$ cat src/rtl/sysid_check_pkg.sv
`default_nettype none
// +----------------------------------------------------------------------+
// | sysid_check_pkg : shared states, error codes and sysid word addresses |
// | Revision 1.0                                                          |
// +----------------------------------------------------------------------+
package sysid_check_pkg;

    typedef enum logic [2:0] {
        ST_IDLE  = 3'd0,
        ST_RD_ID = 3'd1,
        ST_WT_ID = 3'd2,
        ST_RD_TS = 3'd3,
        ST_WT_TS = 3'd4,
        ST_CHECK = 3'd5,
        ST_PASS  = 3'd6,
        ST_FAIL  = 3'd7
    } state_e;

    localparam logic [1:0] ERR_NONE    = 2'd0;
    localparam logic [1:0] ERR_ID      = 2'd1;
    localparam logic [1:0] ERR_TS      = 2'd2;
    localparam logic [1:0] ERR_TIMEOUT = 2'd3;

    localparam logic SYSID_ADDR_ID = 1'b0;
    localparam logic SYSID_ADDR_TS = 1'b1;

endpackage
`default_nettype wire

$ cat src/rtl/sysid_check_ctrl_if.sv
`default_nettype none
// +----------------------------------------------------------------------+
// | sysid_check_ctrl_if : Avalon-MM read-only link to the sysid slave     |
// | Revision 1.0                                                          |
// +----------------------------------------------------------------------+
interface sysid_check_ctrl_if;
    logic        avm_address;
    logic        avm_read;
    logic [31:0] avm_readdata;
    logic        avm_waitrequest;

    modport master (output avm_address, output avm_read,
                    input  avm_readdata, input avm_waitrequest);
    modport slave  (input  avm_address, input avm_read,
                    output avm_readdata, output avm_waitrequest);
endinterface
`default_nettype wire

$ cat src/rtl/sysid_rd_timer.sv
`default_nettype none
// +----------------------------------------------------------------------+
// | sysid_rd_timer : shared waitrequest timeout / read-latency counter    |
// | Revision 1.0                                                          |
// +----------------------------------------------------------------------+
module sysid_rd_timer #(
    parameter int READ_LATENCY   = 0,
    parameter int TIMEOUT_CYCLES = 255
) (
    input  wire logic clock,
    input  wire logic reset_n,
    input  wire logic stall,
    input  wire logic accept,
    input  wire logic waiting,
    output logic      timeout,
    output logic      expire
);

    localparam logic [15:0] C_LAT      = 16'(READ_LATENCY);
    localparam logic [15:0] C_TMO_LAST = 16'(TIMEOUT_CYCLES - 1);

    logic [15:0] cnt_q, cnt_d;

    // Counts up while stalled, is loaded with the latency on acceptance and
    // counts down while waiting for data; idle otherwise.
    always_comb begin
        cnt_d = '0;
        if (stall)
            cnt_d = cnt_q + 16'd1;
        else if (accept)
            cnt_d = C_LAT;
        else if (waiting && (cnt_q != 16'd0))
            cnt_d = cnt_q - 16'd1;
    end

    assign timeout = stall && (cnt_q == C_TMO_LAST);
    assign expire  = waiting && (cnt_q == 16'd1);

    always_ff @(posedge clock or negedge reset_n) begin
        if (!reset_n) cnt_q <= '0;
        else          cnt_q <= cnt_d;
    end

endmodule
`default_nettype wire

$ cat src/rtl/sysid_check_ctrl.sv
`default_nettype none
// +----------------------------------------------------------------------+
// | sysid_check_ctrl : boot-time sysid ID/timestamp checker with retries  |
// | Revision 1.0                                                          |
// +----------------------------------------------------------------------+
module sysid_check_ctrl
    import sysid_check_pkg::*;
#(
    parameter logic [31:0] EXPECTED_ID    = 32'h0000_0000,
    parameter logic [31:0] EXPECTED_TS    = 32'd1418711392,
    parameter int          READ_LATENCY   = 0,
    parameter int          TIMEOUT_CYCLES = 255,
    parameter int          MAX_RETRIES    = 3,
    parameter bit          AUTO_START     = 1'b1
) (
    input  wire logic          clock,
    input  wire logic          reset_n,
    input  wire logic          start,
    sysid_check_ctrl_if.master avm,
    output logic               busy,
    output logic               sys_ok,
    output logic               sys_fail,
    output logic [1:0]         err_code,
    output logic [31:0]        id_value,
    output logic [31:0]        ts_value,
    output logic [3:0]         retry_count
);

    localparam logic [3:0] C_MAX_RETRY = 4'(MAX_RETRIES);

    state_e      state_q, state_d;
    logic [3:0]  retry_q, retry_d;
    logic [1:0]  err_q, err_d, err_now;
    logic [31:0] id_q, id_d, ts_q, ts_d;
    logic        tmo_q, tmo_d, auto_q, auto_d;
    logic        rd_req, rd_addr, launch, accept, stall, waiting, timeout, expire;

    assign accept  = rd_req && !avm.avm_waitrequest;
    assign stall   = rd_req &&  avm.avm_waitrequest;
    assign waiting = (state_q == ST_WT_ID) || (state_q == ST_WT_TS);

    sysid_rd_timer #(
        .READ_LATENCY   (READ_LATENCY),
        .TIMEOUT_CYCLES (TIMEOUT_CYCLES)
    ) u_timer (
        .clock   (clock),
        .reset_n (reset_n),
        .stall   (stall),
        .accept  (accept),
        .waiting (waiting),
        .timeout (timeout),
        .expire  (expire)
    );

    always_comb begin
        state_d = state_q;
        retry_d = retry_q;
        err_d   = err_q;
        id_d    = id_q;
        ts_d    = ts_q;
        tmo_d   = tmo_q;
        auto_d  = auto_q;
        rd_req  = 1'b0;
        rd_addr = SYSID_ADDR_ID;
        launch  = 1'b0;
        err_now = ERR_NONE;
        case (state_q)
            ST_IDLE: launch = start || (AUTO_START && !auto_q);
            ST_PASS, ST_FAIL: launch = start;
            ST_RD_ID: begin
                rd_req = 1'b1;
                if (timeout) begin
                    tmo_d   = 1'b1;
                    state_d = ST_CHECK;
                end else if (accept) begin
                    if (READ_LATENCY == 0) begin
                        id_d    = avm.avm_readdata;
                        state_d = ST_RD_TS;
                    end else begin
                        state_d = ST_WT_ID;
                    end
                end
            end
            ST_WT_ID: if (expire) begin
                id_d    = avm.avm_readdata;
                state_d = ST_RD_TS;
            end
            ST_RD_TS: begin
                rd_req  = 1'b1;
                rd_addr = SYSID_ADDR_TS;
                if (timeout) begin
                    tmo_d   = 1'b1;
                    state_d = ST_CHECK;
                end else if (accept) begin
                    if (READ_LATENCY == 0) begin
                        ts_d    = avm.avm_readdata;
                        state_d = ST_CHECK;
                    end else begin
                        state_d = ST_WT_TS;
                    end
                end
            end
            ST_WT_TS: if (expire) begin
                ts_d    = avm.avm_readdata;
                state_d = ST_CHECK;
            end
            ST_CHECK: begin
                // A timed-out attempt may leave stale captures, so it wins.
                if (tmo_q)                   err_now = ERR_TIMEOUT;
                else if (id_q != EXPECTED_ID) err_now = ERR_ID;
                else if (ts_q != EXPECTED_TS) err_now = ERR_TS;
                err_d = err_now;
                if (err_now == ERR_NONE) begin
                    state_d = ST_PASS;
                end else if (retry_q < C_MAX_RETRY) begin
                    retry_d = retry_q + 4'd1;
                    tmo_d   = 1'b0;
                    state_d = ST_RD_ID;
                end else begin
                    state_d = ST_FAIL;
                end
            end
            default: state_d = ST_IDLE;
        endcase
        if (launch) begin
            state_d = ST_RD_ID;
            retry_d = '0;
            err_d   = ERR_NONE;
            tmo_d   = 1'b0;
            auto_d  = 1'b1;
        end
    end

    always_ff @(posedge clock or negedge reset_n) begin
        if (!reset_n) begin
            state_q <= ST_IDLE;
            retry_q <= '0;
            err_q   <= ERR_NONE;
            id_q    <= '0;
            ts_q    <= '0;
            tmo_q   <= 1'b0;
            auto_q  <= 1'b0;
        end else begin
            state_q <= state_d;
            retry_q <= retry_d;
            err_q   <= err_d;
            id_q    <= id_d;
            ts_q    <= ts_d;
            tmo_q   <= tmo_d;
            auto_q  <= auto_d;
        end
    end

    assign avm.avm_read    = rd_req;
    assign avm.avm_address = rd_addr;
    assign busy        = !((state_q == ST_IDLE) || (state_q == ST_PASS) || (state_q == ST_FAIL));
    assign sys_ok      = (state_q == ST_PASS);
    assign sys_fail    = (state_q == ST_FAIL);
    assign err_code    = err_q;
    assign id_value    = id_q;
    assign ts_value    = ts_q;
    assign retry_count = retry_q;

endmodule
`default_nettype wire

$ cat src/flat_wrapper.sv
// flat-port wrapper written by rule: the top's interface ports become plain ports
module sysid_check_ctrl_flat import sysid_check_pkg::*;
#(
    parameter logic [31:0] EXPECTED_ID    = 32'h0000_0000,
    parameter logic [31:0] EXPECTED_TS    = 32'd1418711392,
    parameter int          READ_LATENCY   = 0,
    parameter int          TIMEOUT_CYCLES = 255,
    parameter int          MAX_RETRIES    = 3,
    parameter bit          AUTO_START     = 1'b1
)
  (clock, reset_n, start, busy, sys_ok, sys_fail, err_code, id_value, ts_value, retry_count, avm_avm_address, avm_avm_read, avm_avm_readdata, avm_avm_waitrequest);
  sysid_check_ctrl_if avm_i ();
  input  wire logic clock;
  input  wire logic reset_n;
  input  wire logic start;
  output logic busy;
  output logic sys_ok;
  output logic sys_fail;
  output logic [1:0] err_code;
  output logic [31:0] id_value;
  output logic [31:0] ts_value;
  output logic [3:0] retry_count;
  output wire logic [$bits(avm_i.avm_address)-1:0] avm_avm_address;
  output wire logic [$bits(avm_i.avm_read)-1:0] avm_avm_read;
  input wire logic [$bits(avm_i.avm_readdata)-1:0] avm_avm_readdata;
  input wire logic [$bits(avm_i.avm_waitrequest)-1:0] avm_avm_waitrequest;
  assign avm_avm_address = avm_i.avm_address;
  assign avm_avm_read = avm_i.avm_read;
  assign avm_i.avm_readdata = avm_avm_readdata;
  assign avm_i.avm_waitrequest = avm_avm_waitrequest;
  sysid_check_ctrl #(.EXPECTED_ID(EXPECTED_ID), .EXPECTED_TS(EXPECTED_TS), .READ_LATENCY(READ_LATENCY), .TIMEOUT_CYCLES(TIMEOUT_CYCLES), .MAX_RETRIES(MAX_RETRIES), .AUTO_START(AUTO_START)) u_core (.clock(clock), .reset_n(reset_n), .start(start), .avm(avm_i), .busy(busy), .sys_ok(sys_ok), .sys_fail(sys_fail), .err_code(err_code), .id_value(id_value), .ts_value(ts_value), .retry_count(retry_count));
endmodule
$ cat config.mk
export PLATFORM = sky130hd
export DESIGN_NAME = sysid_check_ctrl_flat
export DESIGN_NICKNAME = d
export VERILOG_FILES = /design/src/rtl/sysid_check_pkg.sv /design/src/rtl/sysid_check_ctrl_if.sv /design/src/rtl/sysid_rd_timer.sv /design/src/rtl/sysid_check_ctrl.sv /design/src/flat_wrapper.sv
export SDC_FILE = /design/constraint.sdc
export NUM_CORES = 1
export LEC_CHECK = 0
export ABC_CLOCK_PERIOD_IN_PS = 4170
export BUFFER_PORTS_ARGS = -buffer_cell sky130_fd_sc_hd__buf_4
export CAP_MARGIN = 20
export CELL_PAD_IN_SITES_DETAIL_PLACEMENT = 1
export CELL_PAD_IN_SITES_GLOBAL_PLACEMENT = 1
export CORE_MARGIN = 2
export CORE_UTILIZATION = 45
export DETAILED_ROUTE_END_ITERATION = 12
export GPL_ROUTABILITY_DRIVEN = 0
export HOLD_SLACK_MARGIN = 0.03
export PLACE_DENSITY_LB_ADDON = 0.1
export SLEW_MARGIN = 20
export SYNTH_ARGS = -nofsm -noshare
export SYNTH_HDL_FRONTEND = slang
export SYNTH_SLANG_ARGS = --single-unit
$ cat constraint.sdc
create_clock -name clock -period 4.17 [get_ports clock]
set_input_delay 0.2085 -clock clock [delete_from_list [all_inputs] [get_ports clock]]
set_output_delay 0.2085 -clock clock [all_outputs]
set_load 0.02 [all_outputs]
# Yosys cells after proc, flatten, opt, wreduce, memory -nomap -nowiden
# Index checks and enable logic that the tools add are counted.
# W data, S select, Z words.
# word_totals
out_inout_bits	75
input_bits	36
elab_cells	101
regBits	91
# classes
addsub	3
reduce_logical	29
mux	36
magnitude_cmp	1
eq_ne	24
# op_table
cell	count
$pmux W32 S2	2
$mux W32	3
$mux W16	3
$ne A32 B31 Y1 const B	1
$reduce_bool A32 Y1	1
$mux W3	9
$add A16 B1 Y16 const B	1
$eq A16 B1 Y1 const B	1
$eq A16 B8 Y1 const B	1
$mux W4	4
$reduce_bool A16 Y1	1
$sub A16 B1 Y16 const B	1
$pmux W3 S5	1
$eq A3 B3 Y1 const B	4
$mux W2	6
$ne A3 B1 Y1 const B	4
$reduce_and A4 Y1	3
$ne A2 B1 Y1 const B	5
$ne A4 B1 Y1 const B	2
$reduce_bool A2 Y1	4
$eq A3 B2 Y1 const B	2
$mux W1	6
$reduce_bool A6 Y1	1
$logic_and A1 B1 Y1	5
14 further kinds	22

# Logic depth before layout (Yosys ltp)
# depth
depth_word	9
mapped_depth	8
depth_no_buf	7

# Cells and area by module
# From an unflattened synthesis, not the netlist that was laid out.
# hier_totals
hier_cells	377
hier_area_um2	4456.8
# by_module_without_submodules
mod	seq_area_each_um2	n_inst	cells_each	area_per_inst_um2
sysid_check_ctrl	1876.8	1	226	3194.3
sysid_rd_timer	400.4	1	151	1262.5

# Worst setup path before layout
# OpenSTA, ideal clock, no wires.
# synth_path
kind	register -> register
start	reg u_core.u_timer.cnt_q[8]
end	reg u_core.state_q[2]
arrival_ps	2346
setup_ps	124
slack_ps	1700
synth_period_minus_slack_ps	2470
t_required_ps	4046
path_stages_with_launch	7
cell_sequence	dfrtp_1 -> or4_4 -> or3_1 -> buf_2 -> o31a_1 -> or3_4 -> o31a_1
# synth_via
elab_chain_cells	5
elab_cells_between_ends	13
cone_classes	eq/ne (6); mux (4); reduce/logical (3)
# synth_rtl
element	line	text
from (decl)	sysid_rd_timer.sv:22	logic [15:0] cnt_q, cnt_d;
from (signal assigned)	sysid_rd_timer.sv:41	else cnt_q <= cnt_d;
$eq A16 B8 Y1	sysid_rd_timer.sv:36	assign timeout = stall && (cnt_q == C_TMO_LAST);
$logic_and A1 B1 Y1	sysid_rd_timer.sv:36	
$mux W3 (on tied branches)	sysid_check_ctrl.sv:91, sysid_check_ctrl.sv:72	
$pmux W3 S5	sysid_check_ctrl.sv:67	case (state_q)
$mux W3	sysid_check_ctrl.sv:125	if (launch) begin
to (signal assigned)	sysid_check_ctrl.sv:144	state_q <= state_d;
to (decl)	sysid_check_ctrl.sv:31	state_e state_q, state_d;
# Several ways; a longest one is shown, not always the timed one.
# A chain may end at the register's enable or synchronous reset.

# Worst setup path after layout
# layout_path
start	reg u_core.u_timer.cnt_q[8]
end	reg u_core.u_timer.cnt_q[15]
# layout_via
elab_chain_cells	5
elab_cells_between_ends	7
cone_classes	add/sub (2); mux (3); reduce/logical (2)
# layout_rtl
element	line	text
parallel branches: the longest is 4 deep, another holds $sub A16 B1 Y16	n/a	
$mux W16 (*)	sysid_rd_timer.sv:28	if (stall)
net u_core.u_timer.cnt_d[15]	sysid_rd_timer.sv:22	
# Mark *: on every way through the listed nets, which the timed path passes.

==> results.yml <==
worst_setup_path:
  cp_slowest_stage_delay_ns: 0.93
  criticalPathCategory: "reg2reg"
  cell_by_cell_listing_of_the_critical_path: "or4_4, or3_1, o31ai_2, o221a_2, a31oi_1"
  cp-start-kind: "flip-flop"
  critical_path_peak_fanout: 13
  crit_required_ns: 4.41
  worstSetupEndpointType: "flip-flop"
  worst_path_arrival_ns: 3.13
  critical-path-slowest-cell: "sky130_fd_sc_hd__o31ai_2"
cts:
  path_clk_slew_ns: 0.09
  cts_inserted_buffers: 9
  cts_buffer_depth: 2
  htreeDepth: 3
  tritoncts: "built"
  tritoncts_num_sinks: 91
  cts_setup_buffers: 0
  insertion_delay_ns: 0.36
  cts_repair_resize_count: 0
  clk_root_buffer_cell: "sky130_fd_sc_hd__clkbuf_8"
synthesis:
  synthCells: 392
  synth_fp_nets: 434
  post_synth.cell_area_avg_um2: 11.33
  number_of_synthesized_flops_with_an_enable_pin: 0
  post_synth_instance_area_mm2: 0.004443
  synth_seq_cells: 91
  synth_top_flop_cell: "sky130_fd_sc_hd__dfrtp_1"
  synth_sequential_area_ratio_pct: 51.25
  synthesis.yosys.warnings: 0
  yosysUniqueCellTypes: 53
  async_flop_share_pct: 100.0
routing:
  remaining_drc_errors: 0
  detailroute.via_count: 3591
  first_pass_iters: 4
  antenna_left: 0
  drt_iter0_drc: 116
  detail_route.wl_per_cell_um: 19.53
  route.detailed.vias_per_inst: 5.691
  routed_wirelength_um: 12320
floorplanning:
  die-area_mm2: 0.01068
  initial_util_pct: 45.88
  die_y_um: 103.4
  core_region_area_mm2: 0.009684
  io-pin-count: 111
  floorplan.die.width_um: 103.4
  row_count: 36
power_and_ir_drop:
  internal-power_mw: 2.446
  p_comb_share_pct: 48.3
  worst_ir_drop_vdd_uv: 426.0
  total_switching_power_mw: 1.743
  power_density_mw_per_mm2: 753.6
  clockPowerShare_pct: 13.7
  swShare_pct: 41.60
  report.power.total_mw: 4.189
  pwr-share-seq_pct: 38.0
  static-leakage-power_nw: 2.449
timing:
  number_of_failing_hold_endpoints_at_the_final_stage: 0
  timing.max_slew.rel_slack_pct: 27.27
  peak_clock_frequency_supported_by_timing_ghz: 0.3462
  pin_slew_with_the_least_headroom_to_its_limit_ns: 1.084
  final.period_utilization_pct: 69.28
  setup_viol: 0
  grt_setup_unrepaired: "false"
  final_max_slew_viol_count: 0
  layout_setup_ws_ns: 1.281
  timing.setup.tns_ns: 0
  period_minus_slack_ns: 2.889
  clock-skew-final_ns: 0.008202
layout:
  final_cell_mix: "sky130_fd_sc_hd__buf_4 (113), sky130_fd_sc_hd__dfrtp_1 (91), sky130_fd_sc_hd__mux2_2 (64)"
  layout.core_utilization_pct: 57.40
  layout.area.seq_mm2: 0.002277
  post_route_cells_drive_above_1_share_pct: 41.37
  antenna_cells_inserted: 0
  nNetsFinal: 536
  multi_input_gate_area_in_the_final_layout_mm2: 0.002028
  layout_commonest_cell: "sky130_fd_sc_hd__buf_4"
  filler_cell_count: 1056
  stdcell_area_mm2: 0.005559
  synthToLayoutAreaGrowth_pct: 25.12
flow_run:
  maxCapViolCount: 0
grt:
  grt_pass1_vias: 3750
  grt_start_max_net_pins: 65
  initial_antenna_violation_count: 0
  grt_usage_pct: 24.07
  grt_first_pass_wirelength_um: 19640
  globalRoute.totalOverflow: 0
status:
  status: "complete, no violations"
place:
  dpl.hpwl_um: 8876
  place_worst_setup_slack_ns: 1.310
  portBuffers: 110
  postPlaceCellArea_mm2: 0.005365
hold_path:
  worstHoldPathType: "in2reg"
metal layers:
layer	global-route usage (%)	vias up	wire [um]
li1	-	1666	-
met1	30.76	1840	5332
met2	40.15	71	6132
met3	6.250	14	646
met4	7.692	0	212
met5	0	-	0
cell usage after synthesis (5+ instances only):
| library cell | n | area share (%) |
|---|---|---|
| sky130_fd_sc_hd__a21oi_1 | 15 | 1.7 |
| sky130_fd_sc_hd__nand3_1 | 11 | 1.2 |
| sky130_fd_sc_hd__nand2_1 | 21 | 1.8 |
| sky130_fd_sc_hd__nor4_1 | 12 | 1.7 |
| sky130_fd_sc_hd__o21ai_0 | 7 | 0.79 |
| sky130_fd_sc_hd__a31oi_1 | 5 | 0.70 |
| sky130_fd_sc_hd__ha_1 | 6 | 1.7 |
| sky130_fd_sc_hd__buf_2 | 5 | 0.56 |
| sky130_fd_sc_hd__dfrtp_1 | 91 | 51 |
| sky130_fd_sc_hd__nand4_1 | 14 | 2.0 |
| sky130_fd_sc_hd__clkbuf_1 | 15 | 1.3 |
| sky130_fd_sc_hd__nor3_1 | 10 | 1.1 |
| sky130_fd_sc_hd__o22a_1 | 6 | 1.2 |
| sky130_fd_sc_hd__mux2_2 | 64 | 16 |
| sky130_fd_sc_hd__a221oi_1 | 8 | 1.6 |
| sky130_fd_sc_hd__nor2_1 | 19 | 1.6 |
| sky130_fd_sc_hd__inv_1 | 12 | 1.0 |
power by group through the flow:
stage / sequential (mW) / combinational (mW) / clock (mW)
5_1_grt: 1.65 / 2.18 / 0.610
3_5_place_dp: 1.60 / 2.03 / 0
2_1_floorplan: 1.89 / 0.858 / 0
4_1_cts: 1.59 / 2.05 / 0.586
3_3_place_gp: 1.58 / 1.98 / 0
6_report: 1.59 / 2.02 / 0.575
worst max-delay path, delay by kind of cell (launching register included):
kind,cells,cell delay [ns]
AO/OA/AOI/OAI,3,1.32
AND/OR/NAND/NOR,2,1.00
flip-flops,1,0.45
final cells by class:
class                   instances  share of cell area (%)
flip-flops and latches         91                   40.96
multi-input cells             266                   36.48
repair buffers                114                   15.44
well taps                     133                   2.993
clock buffers                  11                   2.723
inverters                      12                  0.8103
clock inverters                 4                  0.5852
what timing repair did:
action / 4_1_cts / 5_1_grt
setup endpoints to repair: 0 / 0
hold buffers: 1 / 0
endpoints found under the hold margin: 63 / 0
path summary, 6_finish.rpt:
check                                   startpoint                        to  cells past startpoint  slack (ns)
hold reg to reg                      u_core.auto_q             u_core.auto_q                      1        0.48
max in group asynchronous                  reset_n       u_core.id_value[17]                      3        2.78
setup / recovery           u_core.u_timer.cnt_q[8]  u_core.u_timer.cnt_q[15]                      5        1.28
min in group asynchronous                  reset_n         u_core.state_q[0]                      2        0.48
hold / removal                avm_avm_readdata[12]       u_core.ts_value[12]                      2        0.08
setup reg to reg           u_core.u_timer.cnt_q[8]  u_core.u_timer.cnt_q[15]                      5        1.28
state kept, by name (all words and copies together) (netlist names):
name and cells:
u_core.tmo_q 1, u_core.ts_value 32, u_core.u_timer.cnt_q 16, u_core.retry_count 4, u_core.state_q 3, u_core.err_code 2
u_core.id_value 32, u_core.auto_q 1
kinds of logic (layout without fill, tap and decap cells):
| family | count (synthesis) | count (layout) | share of synthesized area, % |
|---|---|---|---|
| and+or+nand+nor | 123 | 123 | 15.54 |
| DFF | 91 | 91 | 51.25 |
| AOI/OAI and AO/OA | 66 | 66 | 10.50 |
| muxes | 66 | 66 | 16.67 |
| buffers and inverters | 35 | 141 | 3.351 |
| adders and majority gates | 6 | 6 | 1.690 |
| xor gates and xnor gates | 5 | 5 | 0.9858 |
metrics by stage:
step	cells	hold slack [ns]
finish	631	0.08495
global route	631	0.07843
floorplan	392	-0.08709
CTS	631	0.07060
global placement	615	0.3502
detailed placement	615	0.3558
No activity file was read; power rests on OpenSTA's default activity.
